===== config.mk =====
export PLATFORM = sky130hd
export DESIGN_NAME = hazard_ctrl
export DESIGN_NICKNAME = d
export VERILOG_FILES = /design/src/rtl/hazard_pkg.sv /design/src/rtl/hazard_cmp.sv /design/src/rtl/hazard_ctrl.sv
export SDC_FILE = /design/constraint.sdc
export NUM_CORES = 1
export LEC_CHECK = 0
export ABC_AREA = 1
export CORE_UTILIZATION = 35
export DETAILED_ROUTE_END_ITERATION = 10
export PLACE_DENSITY = 0.65
export REMOVE_ABC_BUFFERS = 1
export SETUP_SLACK_MARGIN = 0.02
export SLEW_MARGIN = 20
export SYNTH_ARGS = -nofsm -noshare
export SYNTH_HDL_FRONTEND = slang
export SYNTH_SLANG_ARGS = --single-unit

===== constraint.sdc =====
create_clock -name clk -period 4.76 [get_ports clk]
set_input_delay 0.714 -clock clk [delete_from_list [all_inputs] [get_ports clk]]
set_output_delay 0.714 -clock clk [all_outputs]
set_load 0.005 [all_outputs]

===== src/rtl/hazard_pkg.sv =====
// Shared definitions for the decode-stage hazard sequencer.
//   state_e   : sequencer states
//   CNT_BITS  : width of the flush / branch-wait down-counter (FLUSH_CYCLES <= 3)
//   NOP_INSTR : instruction word that a bubble or flush stands in for (addi x0,x0,0)
package hazard_pkg;

  typedef enum logic [2:0] {
    RUN,
    LDUSE,
    BRWAIT,
    FLUSH,
    COPWAIT
  } state_e;

  localparam int CNT_BITS = 2;

  localparam logic [31:0] NOP_INSTR = 32'h0000_0013;

endpackage


===== src/rtl/hazard_cmp.sv =====
// Register-dependency comparator: one pipeline destination against both ID sources.
// Ports:
//   rs1, rs2         : source registers of the instruction in ID
//   use_rs1, use_rs2 : the ID instruction actually reads that source
//   rd               : destination register of the older instruction
//   hit              : some used, non-x0 source equals rd
module hazard_cmp
  import hazard_pkg::*;
(
  input  logic [4:0] rs1,
  input  logic [4:0] rs2,
  input  logic       use_rs1,
  input  logic       use_rs2,
  input  logic [4:0] rd,
  output logic       hit
);

  logic hit_rs1;
  logic hit_rs2;

  // x0 is hardwired to zero, so a dependency on it is never a hazard.
  assign hit_rs1 = use_rs1 && (rs1 != 5'd0) && (rs1 == rd);
  assign hit_rs2 = use_rs2 && (rs2 != 5'd0) && (rs2 == rd);
  assign hit     = hit_rs1 || hit_rs2;

endmodule


===== src/rtl/hazard_ctrl.sv =====
// Decode-stage pipeline sequencer: stall / bubble / flush decisions for load-use,
// branch operand hazards, EX redirects and the coprocessor start/done handshake.
// Ports:
//   clk, rst                 : clock, asynchronous active-high reset
//   rs1, rs2, use_rs1/2      : ID sources and their use flags
//   br_ID, cop_ID            : ID instruction is a branch/JALR, or a coprocessor op
//   rd_ID_EX, wr_ID_EX, ld_ID_EX : EX-stage destination, write enable, load flag
//   rd_EX_MEM, ld_EX_MEM     : MEM-stage destination and load flag
//   B_J_EX                   : redirect taken in EX this cycle
//   cop_done                 : coprocessor completion pulse
//   stall_pc, stall_IF_ID, flush_IF_ID, bubble_ID_EX : pipeline controls (combinational)
//   cop_start                : one-cycle coprocessor start pulse
//   cop_err                  : sticky coprocessor timeout flag
//   stall_cnt                : saturating count of cycles with stall_pc high
//
// state   | meaning
// RUN     | normal issue; hazards are detected here and stall in the detecting cycle
// LDUSE   | cycle after the single load-use stall; behaves like RUN
// BRWAIT  | branch operand wait; stalls while cnt>0, re-evaluates as RUN at cnt=0
// FLUSH   | IF/ID flushed after a redirect until cnt runs out
// COPWAIT | stalled on the coprocessor until cop_done or timeout
module hazard_ctrl
  import hazard_pkg::*;
#(
  parameter int FLUSH_CYCLES = 1,
  parameter int COP_TIMEOUT  = 1024,
  parameter int CNT_W        = 32
) (
  input  logic             clk,
  input  logic             rst,
  input  logic [4:0]       rs1,
  input  logic [4:0]       rs2,
  input  logic             use_rs1,
  input  logic             use_rs2,
  input  logic             br_ID,
  input  logic             cop_ID,
  input  logic [4:0]       rd_ID_EX,
  input  logic             wr_ID_EX,
  input  logic             ld_ID_EX,
  input  logic [4:0]       rd_EX_MEM,
  input  logic             ld_EX_MEM,
  input  logic             B_J_EX,
  input  logic             cop_done,
  output logic             stall_pc,
  output logic             stall_IF_ID,
  output logic             flush_IF_ID,
  output logic             bubble_ID_EX,
  output logic             cop_start,
  output logic             cop_err,
  output logic [CNT_W-1:0] stall_cnt
);

  localparam int                TMR_W    = $clog2(COP_TIMEOUT + 1);
  localparam logic [TMR_W-1:0]  TMR_LOAD = TMR_W'(COP_TIMEOUT - 1);

  state_e              state_q, state_d;
  logic [CNT_BITS-1:0] cnt_q, cnt_d;
  logic [TMR_W-1:0]    tmr_q, tmr_d;
  logic                cop_err_q, cop_err_d;
  logic [CNT_W-1:0]    stall_cnt_q;

  logic hit_ex;
  logic hit_mem;

  hazard_cmp u_cmp_ex (
    .rs1     (rs1),
    .rs2     (rs2),
    .use_rs1 (use_rs1),
    .use_rs2 (use_rs2),
    .rd      (rd_ID_EX),
    .hit     (hit_ex)
  );

  hazard_cmp u_cmp_mem (
    .rs1     (rs1),
    .rs2     (rs2),
    .use_rs1 (use_rs1),
    .use_rs2 (use_rs2),
    .rd      (rd_EX_MEM),
    .hit     (hit_mem)
  );

  // Issue decision shared by RUN, LDUSE and an expired BRWAIT.
  state_e              run_next;
  logic [CNT_BITS-1:0] run_cnt;
  logic                run_stall;
  logic                run_start;

  always_comb begin
    run_next  = RUN;
    run_cnt   = '0;
    run_stall = 1'b0;
    run_start = 1'b0;
    if (cop_ID) begin
      run_next  = COPWAIT;
      run_stall = 1'b1;
      run_start = 1'b1;
    end else if (br_ID && hit_ex && wr_ID_EX) begin
      // A load result is one stage further away than an ALU result.
      run_next  = BRWAIT;
      run_stall = 1'b1;
      run_cnt   = ld_ID_EX ? CNT_BITS'(1) : '0;
    end else if (br_ID && hit_mem && ld_EX_MEM) begin
      run_next  = BRWAIT;
      run_stall = 1'b1;
    end else if (hit_ex && ld_ID_EX) begin
      run_next  = LDUSE;
      run_stall = 1'b1;
    end
  end

  logic stall;
  logic flush;
  logic start;

  always_comb begin
    state_d   = state_q;
    cnt_d     = cnt_q;
    tmr_d     = tmr_q;
    cop_err_d = cop_err_q;
    stall     = 1'b0;
    flush     = 1'b0;
    start     = 1'b0;
    if (B_J_EX) begin
      // Redirect overrides everything, including an outstanding coprocessor wait.
      flush = 1'b1;
      if (FLUSH_CYCLES > 1) begin
        state_d = FLUSH;
        cnt_d   = CNT_BITS'(FLUSH_CYCLES - 1);
      end else begin
        state_d = RUN;
      end
    end else begin
      case (state_q)
        FLUSH: begin
          flush = 1'b1;
          cnt_d = cnt_q - CNT_BITS'(1);
          if (cnt_q <= CNT_BITS'(1)) state_d = RUN;
        end
        COPWAIT: begin
          if (cop_done) begin
            state_d = RUN;
          end else begin
            stall = 1'b1;
            if (tmr_q == '0) begin
              cop_err_d = 1'b1;
              state_d   = RUN;
            end else begin
              tmr_d = tmr_q - TMR_W'(1);
            end
          end
        end
        BRWAIT: begin
          if (cnt_q != '0) begin
            stall = 1'b1;
            cnt_d = cnt_q - CNT_BITS'(1);
          end else begin
            state_d = run_next;
            cnt_d   = run_cnt;
            tmr_d   = TMR_LOAD;
            stall   = run_stall;
            start   = run_start;
          end
        end
        default: begin
          state_d = run_next;
          cnt_d   = run_cnt;
          tmr_d   = TMR_LOAD;
          stall   = run_stall;
          start   = run_start;
        end
      endcase
    end
  end

  always_ff @(posedge clk or posedge rst) begin
    if (rst) begin
      state_q     <= RUN;
      cnt_q       <= '0;
      tmr_q       <= '0;
      cop_err_q   <= 1'b0;
      stall_cnt_q <= '0;
    end else begin
      state_q   <= state_d;
      cnt_q     <= cnt_d;
      tmr_q     <= tmr_d;
      cop_err_q <= cop_err_d;
      if (stall && !(&stall_cnt_q)) stall_cnt_q <= stall_cnt_q + CNT_W'(1);
    end
  end

  // Outputs are forced low while reset is held so an abort is visible immediately.
  assign stall_pc     = stall & ~rst;
  assign bubble_ID_EX = stall & ~rst;
  assign stall_IF_ID  = stall & ~flush & ~rst;
  assign flush_IF_ID  = flush & ~rst;
  assign cop_start    = start & ~rst;
  assign cop_err      = cop_err_q;
  assign stall_cnt    = stall_cnt_q;

endmodule

## Yosys cells after proc, flatten, opt, wreduce, memory -nomap -nowiden

Index checks and enable logic that the tools add are counted.

- Register bits: 49
- Logic and storage cells: 91
- Memories: 0
- Bits of input ports: 31
- Output and inout port bits: 38
- Memory bits (writable): 0
- ROM bits: 0
- Bits in latches: 0

- $mul: 0
- Reductions and logical operators: 25
- Divide/modulo/power cells: 0
- Equal/unequal tests: 13
- $lt $le $gt $ge: 1
- Add/subtract/negate cells: 3
- Bitwise gates (word level): 11
- Multiplexer cells: 33
- Shift operators: 0

Operator list:

| operator | count |
|---|---|
| $mux 11 | 3 |
| $pmux 11 s3 | 1 |
| $add 32x1->32 const B | 1 |
| $reduce_and 32->1 | 1 |
| $eq 5x5->1 | 4 |
| $mux 3 | 6 |
| $mux 1 | 16 |
| $logic_and 1x1->1 | 12 |
| $logic_not 11->1 | 1 |
| $sub 11x1->11 const B | 1 |
| $reduce_bool 5->1 | 2 |
| $pmux 3 s3 | 1 |
| $eq 3x2->1 const B | 2 |
| $mux 2 | 3 |
| $ne 2x2->1 const B | 3 |
| $ne 3x3->1 const B | 2 |
| $not 1->1 | 6 |
| $pmux 2 s3 | 1 |
| $and 1x1->1 | 5 |
| $reduce_and 5->1 | 1 |
| $ne 4x4->1 const B | 1 |
| $reduce_and 4->1 | 1 |
| $eq 3x3->1 const B | 1 |
| $pmux 1 s3 | 1 |
| other kinds (9) | 10 |

## Logic depth before layout (Yosys ltp)

- Word-level depth: 14
- Mapped depth: 17
- Gate-level depth less buffers: 16

## By module

A second synthesis with hierarchy kept.

- Cells, all modules: 626
- Area total of the unflattened synthesis: 3,853.7 um^2

Modules (own cells, without submodules):

| module | cells an instance | area an instance (um^2) | times used | seq. area each (um^2) |
|---|---|---|---|---|
| hazard_ctrl | 508 | 3,390.8 | 1 | 1,226.2 |
| hazard_cmp | 59 | 231.5 | 2 | 0.0 |

## Least setup slack after synthesis

Ideal clock, no wire load.

- Path kind: input to output
- Start point: input port rs1[0]
- End point: output port stall_pc
- Data required time: 4.046 ns
- Cell stages on the path: 14
- Data arrival time: 1.902 ns
- Path buffers: 1
- Setup slack: 2.144 ns
- Path through: xnor2_1 nand2_1 nor2_1 nand3_1 nand2_1 nand2_1 nand2_1 inv_1 nand2_1 nand2_1 nand2_1 nand2_1 nor2_1 buf_4

- Word-level cells in the longest chain between the ends: 13
- Elaborated cells on any way between the ends: 21
- Classes of those cells: eq/ne: 2; mux: 7; bitwise: 1; reduce/logical: 11

RTL lines:

| element | RTL line | RTL |
|---|---|---|
| start: declaration | hazard_ctrl.sv:31 | `input logic [4:0] rs1,` |
| $reduce_bool 5->1 | hazard_cmp.sv:22 | `assign hit_rs1 = use_rs1 && (rs1 != 5'd0) && (rs1 == rd);` |
| $logic_and 1x1->1 (2 in series) | hazard_cmp.sv:22 |  |
| $logic_or 1x1->1 | hazard_cmp.sv:24 | `assign hit = hit_rs1 \|\| hit_rs2;` |
| $logic_and 1x1->1, on equally long branches | hazard_ctrl.sv:106, hazard_ctrl.sv:103 |  |
| $mux 1 / $logic_and 1x1->1 (equally long branches) | hazard_ctrl.sv:106, hazard_ctrl.sv:103 |  |
| $mux 1 | hazard_ctrl.sv:103 | `end else if (br_ID && hit_mem && ld_EX_MEM) begin` |
| $mux 1 (*) | hazard_ctrl.sv:98 | `end else if (br_ID && hit_ex && wr_ID_EX) begin` |
| $mux 1 (*) | hazard_ctrl.sv:94 | `if (cop_ID) begin` |
| $mux 1 | hazard_ctrl.sv:154 | `if (cnt_q != '0) begin` |
| $pmux 1 s3 (*) | hazard_ctrl.sv:134 | `case (state_q)` |
| $mux 1 (*) | hazard_ctrl.sv:124 | `if (B_J_EX) begin` |
| $and 1x1->1 (*) | -- |  |
| end: declaration | hazard_ctrl.sv:44 | `output logic stall_pc,` |

Every way passes the cells marked *; elsewhere a longest branch is shown, timed or not.

## Final worst setup path

- Start point: input port rs1[4]
- End point: output port stall_pc

- Word-level cells in the longest chain between the ends: 13
- Elaborated cells on any way between the ends: 21
- Classes of those cells: eq/ne: 2; mux: 7; bitwise: 1; reduce/logical: 11

RTL lines:

| element | RTL line | RTL |
|---|---|---|
| $reduce_bool 5->1 | hazard_cmp.sv:22 |  |
| $logic_and 1x1->1 (2 in series) | hazard_cmp.sv:22 |  |
| $logic_or 1x1->1 | hazard_cmp.sv:24 |  |
| $logic_and 1x1->1, on equally long branches | hazard_ctrl.sv:106, hazard_ctrl.sv:103 |  |
| $mux 1 / $logic_and 1x1->1 (equally long branches) | hazard_ctrl.sv:106, hazard_ctrl.sv:103 |  |
| $mux 1 | hazard_ctrl.sv:103 |  |
| $mux 1 (*) | hazard_ctrl.sv:98 |  |
| $mux 1 (*) | hazard_ctrl.sv:94 |  |
| $mux 1 | hazard_ctrl.sv:154 |  |
| $pmux 1 s3 (*) | hazard_ctrl.sv:134 |  |
| $mux 1 (*) | hazard_ctrl.sv:124 |  |
| $and 1x1->1 (*) | hazard_ctrl.sv:193 | `assign stall_pc = stall & ~rst;` |

Marked as above.

==> metrics <==
status completed; drt drc 0; max-cap viol count 0; area grow syn2layout 25.0%; FF+latch count, synth 49; num rows 36; DR vias 3,434; reg2reg setup slack 1.70 ns; Post-DP HPWL 6630 um; Crit Path Class primary input to output port; required time of the critical path 4.05 ns; die boundary height 102 um; Cell Area, Synth 0.00350 mm2; WHS 0.473 ns; WHS Path Cells 1; post_cts resized 0; Final Util 45.0%; die area 0.0104 mm2; DR iter-0 viols 161; post-layout net count 600; gr usage total 17.7%; worst path buffer plus inverter count 3; CP most frequent cell nand2_1; final worst setup slack 1.16 ns; Setup Skew 0.00991 ns; ratio of final minimum period to clock period 75.6%; IO Count 69; slowest stage cell, crit path clkdlybuf4s50_1; RD Place Congestion 0.893; Avg Inst Size Synth 6.97 um2; ys async rst share 100%; share of cells above drive strength 1 3.19%; Pwr Density 233 mW/mm2; worst skew pair latency 0.30 ns; unrepaired setup endpoints after global routing no; Worst setup SP type primary input; type of the worst min-delay path flip-flop to flip-flop; Post-synth top flop dfrtp_1; first-pass GRT wire length 14,800 um; root buffer cell clkbuf_8; Netlist cell types 30; register area 0.00123 mm2; Post-DRT Antenna Nets 0; initial antenna violation count 0; Levels on crit path 14; drt first pass iters 4; largest net degree at the start of global routing 50; crit-path cells clkdlybuf4s50_1, xor2_1, nor2_1, nand3_1, nand2_1, nand2_1, nand2_1, inv_1, nand2_1, nand2_1, nand2_1, nand2_1, nor2_1, clkdlybuf4s50_1; n_diodes 0; die extent in x 102 um; Tmin final 3.60 ns; Seq/Total Area, Yosys 35.0%; dpl cells 690; # Post-CTS Setup Buffers 0; clk buf depth 2; Slew Limit Headroom 44.1%; final setup vio count 0; Initial Utilization 36.0%; leak pwr 2.04 nW; VDD IR max 0.111 mV; Worst path top cell family by delay buffers and inverters; WL/cell 12.5 um; worst slack at placement 1.18 ns; top cell type's share of synthesized area 35.0%; CTS buffer count 5; Critical Path Fanout Max 4; clk sinks 49; Filler cells 1,005; core box area 0.00973 mm2; Critical Path AT 2.89 ns; Worst setup EP type output port; Worst path max stage delay 0.53 ns; Worst-path clk slew 0.08 ns; drt via density 4.92; Register-to-Register Path Depth 11; fmax 278 MHz; port bufs 68; number of flops mapped to enable cells by yosys 0; vias in the first global route 3,267; Slew Viols, Final 0; CTS H-tree lvls 2; Ys Warns 0; WL final 8710 um; final hold vios 0; worst slew pin tran 0.837 ns; Post-Syn Instances 502; overflow left after global routing 0; CTS tree built; Layout Cells excl Fill 698; Synth area leaders dfrtp_1 (35%), nand2_1 (17%), xor2_1 (8.5%); multi-input logic area 0.00198 mm2; setup TNS 0 ns; top cell type by total area after synthesis dfrtp_1; # hold bufs at CTS 0
per-stage QoR:
stage / cell area, um2 / power [mW]
after floorplan: 3410 / 0.635
after global placement: 4270 / 0.756
after detailed placement: 4270 / 0.760
after CTS: 4370 / 1.03
after global routing: 4380 / 1.09
final: 4380 / 1.02
kinds of logic after synthesis:
family          count (synthesis)  synth area share (%)
xor+xnor                       47                  11.8
compound gates                 20                  3.32
flops                          49                  35.0
buf+inv                        70                  8.47
fa+ha+maj                       5                  1.79
simple gates                  311                  39.6
power breakdown:
part	leakage (nW)	internal, mW	switching, mW
clock network	0.0542	0.132	0.139
logic	1.36	0.115	0.148
registers	0.632	0.447	0.0399
total	2.04	0.694	0.326
final timing paths:
check                                       endpoint                startpoint
max reg2reg                stall_cnt[25]$_DFFE_PP0P_  stall_cnt[0]$_DFFE_PP0P_
max in group asynchronous  stall_cnt[20]$_DFFE_PP0P_                       rst
max                                         stall_pc                    rs1[4]
min in group asynchronous   stall_cnt[8]$_DFFE_PP0P_                       rst
min                              cop_err$_DFFE_PP0P_       cop_err$_DFFE_PP0P_
min reg2reg                      cop_err$_DFFE_PP0P_       cop_err$_DFFE_PP0P_
worst reg2reg max path: stages (launching register included):
cell,delay [ns]
dfrtp_1,0.43
ha_1,0.21
inv_1,0.09
nor2_4,0.16
nand4_2,0.20
nor4_2,0.23
nand2_1,0.08
nor2_1,0.13
nand3_2,0.56
nand3_2,0.73
nand2_1,0.11
nand2_1,0.09
metal layers:
layer	up-vias	GRT usage, %	part of all wire [%]
met1	1563	23.8	47
met5	-	0	0
met4	0	6.59	2.2
met3	18	2.74	5.4
met2	105	28.8	45
li1	1748	-	-
layout by cell type (no fill, tap or decap), types with 2 or more instances in the layout:
| master | count |
|---|---|
| nand2_1 | 157 |
| clkdlybuf4s50_1 | 68 |
| nor2_1 | 57 |
| inv_1 | 53 |
| dfrtp_1 | 49 |
| nand4_1 | 43 |
| xor2_1 | 34 |
| nand3_1 | 21 |
| nor3_1 | 19 |
| xnor2_1 | 13 |
| o21ai_0 | 11 |
| clkbuf_8 | 7 |
| nor4_1 | 6 |
| ha_1 | 5 |
| a21oi_1 | 4 |
| nand3b_1 | 2 |
| nand3_2 | 2 |
| clkinv_2 | 2 |
| buf_4 | 2 |
state kept, by name (all words and copies together) (netlist names):
signal     flops
cnt_q          2
cop_err        1
state_q        3
tmr_q         11
stall_cnt     32
area by class of cell:
| class | count | share of cell area (%) |
|---|---|---|
| clock buffers | 7 | 2.20 |
| inverters | 55 | 4.75 |
| multi-input cells | 383 | 45.2 |
| well taps | 133 | 3.80 |
| repair buffers | 70 | 15.9 |
| flip-flops and latches | 49 | 28.0 |
| clock inverters | 1 | 0.114 |
cell usage after synthesis (2+ instances only):
library cell,count
nor2_1,57
nand3_1,21
nor4_1,6
nand3b_1,2
buf_2,6
ha_1,5
nand3_2,2
buf_6,3
o21ai_0,11
nand2_1,157
inv_1,54
a21oi_1,4
xnor2_1,13
clkbuf_1,2
nand4_1,43
buf_1,3
nor3_1,19
dfrtp_1,49
xor2_1,34
Power figures use the tool's default switching activity.
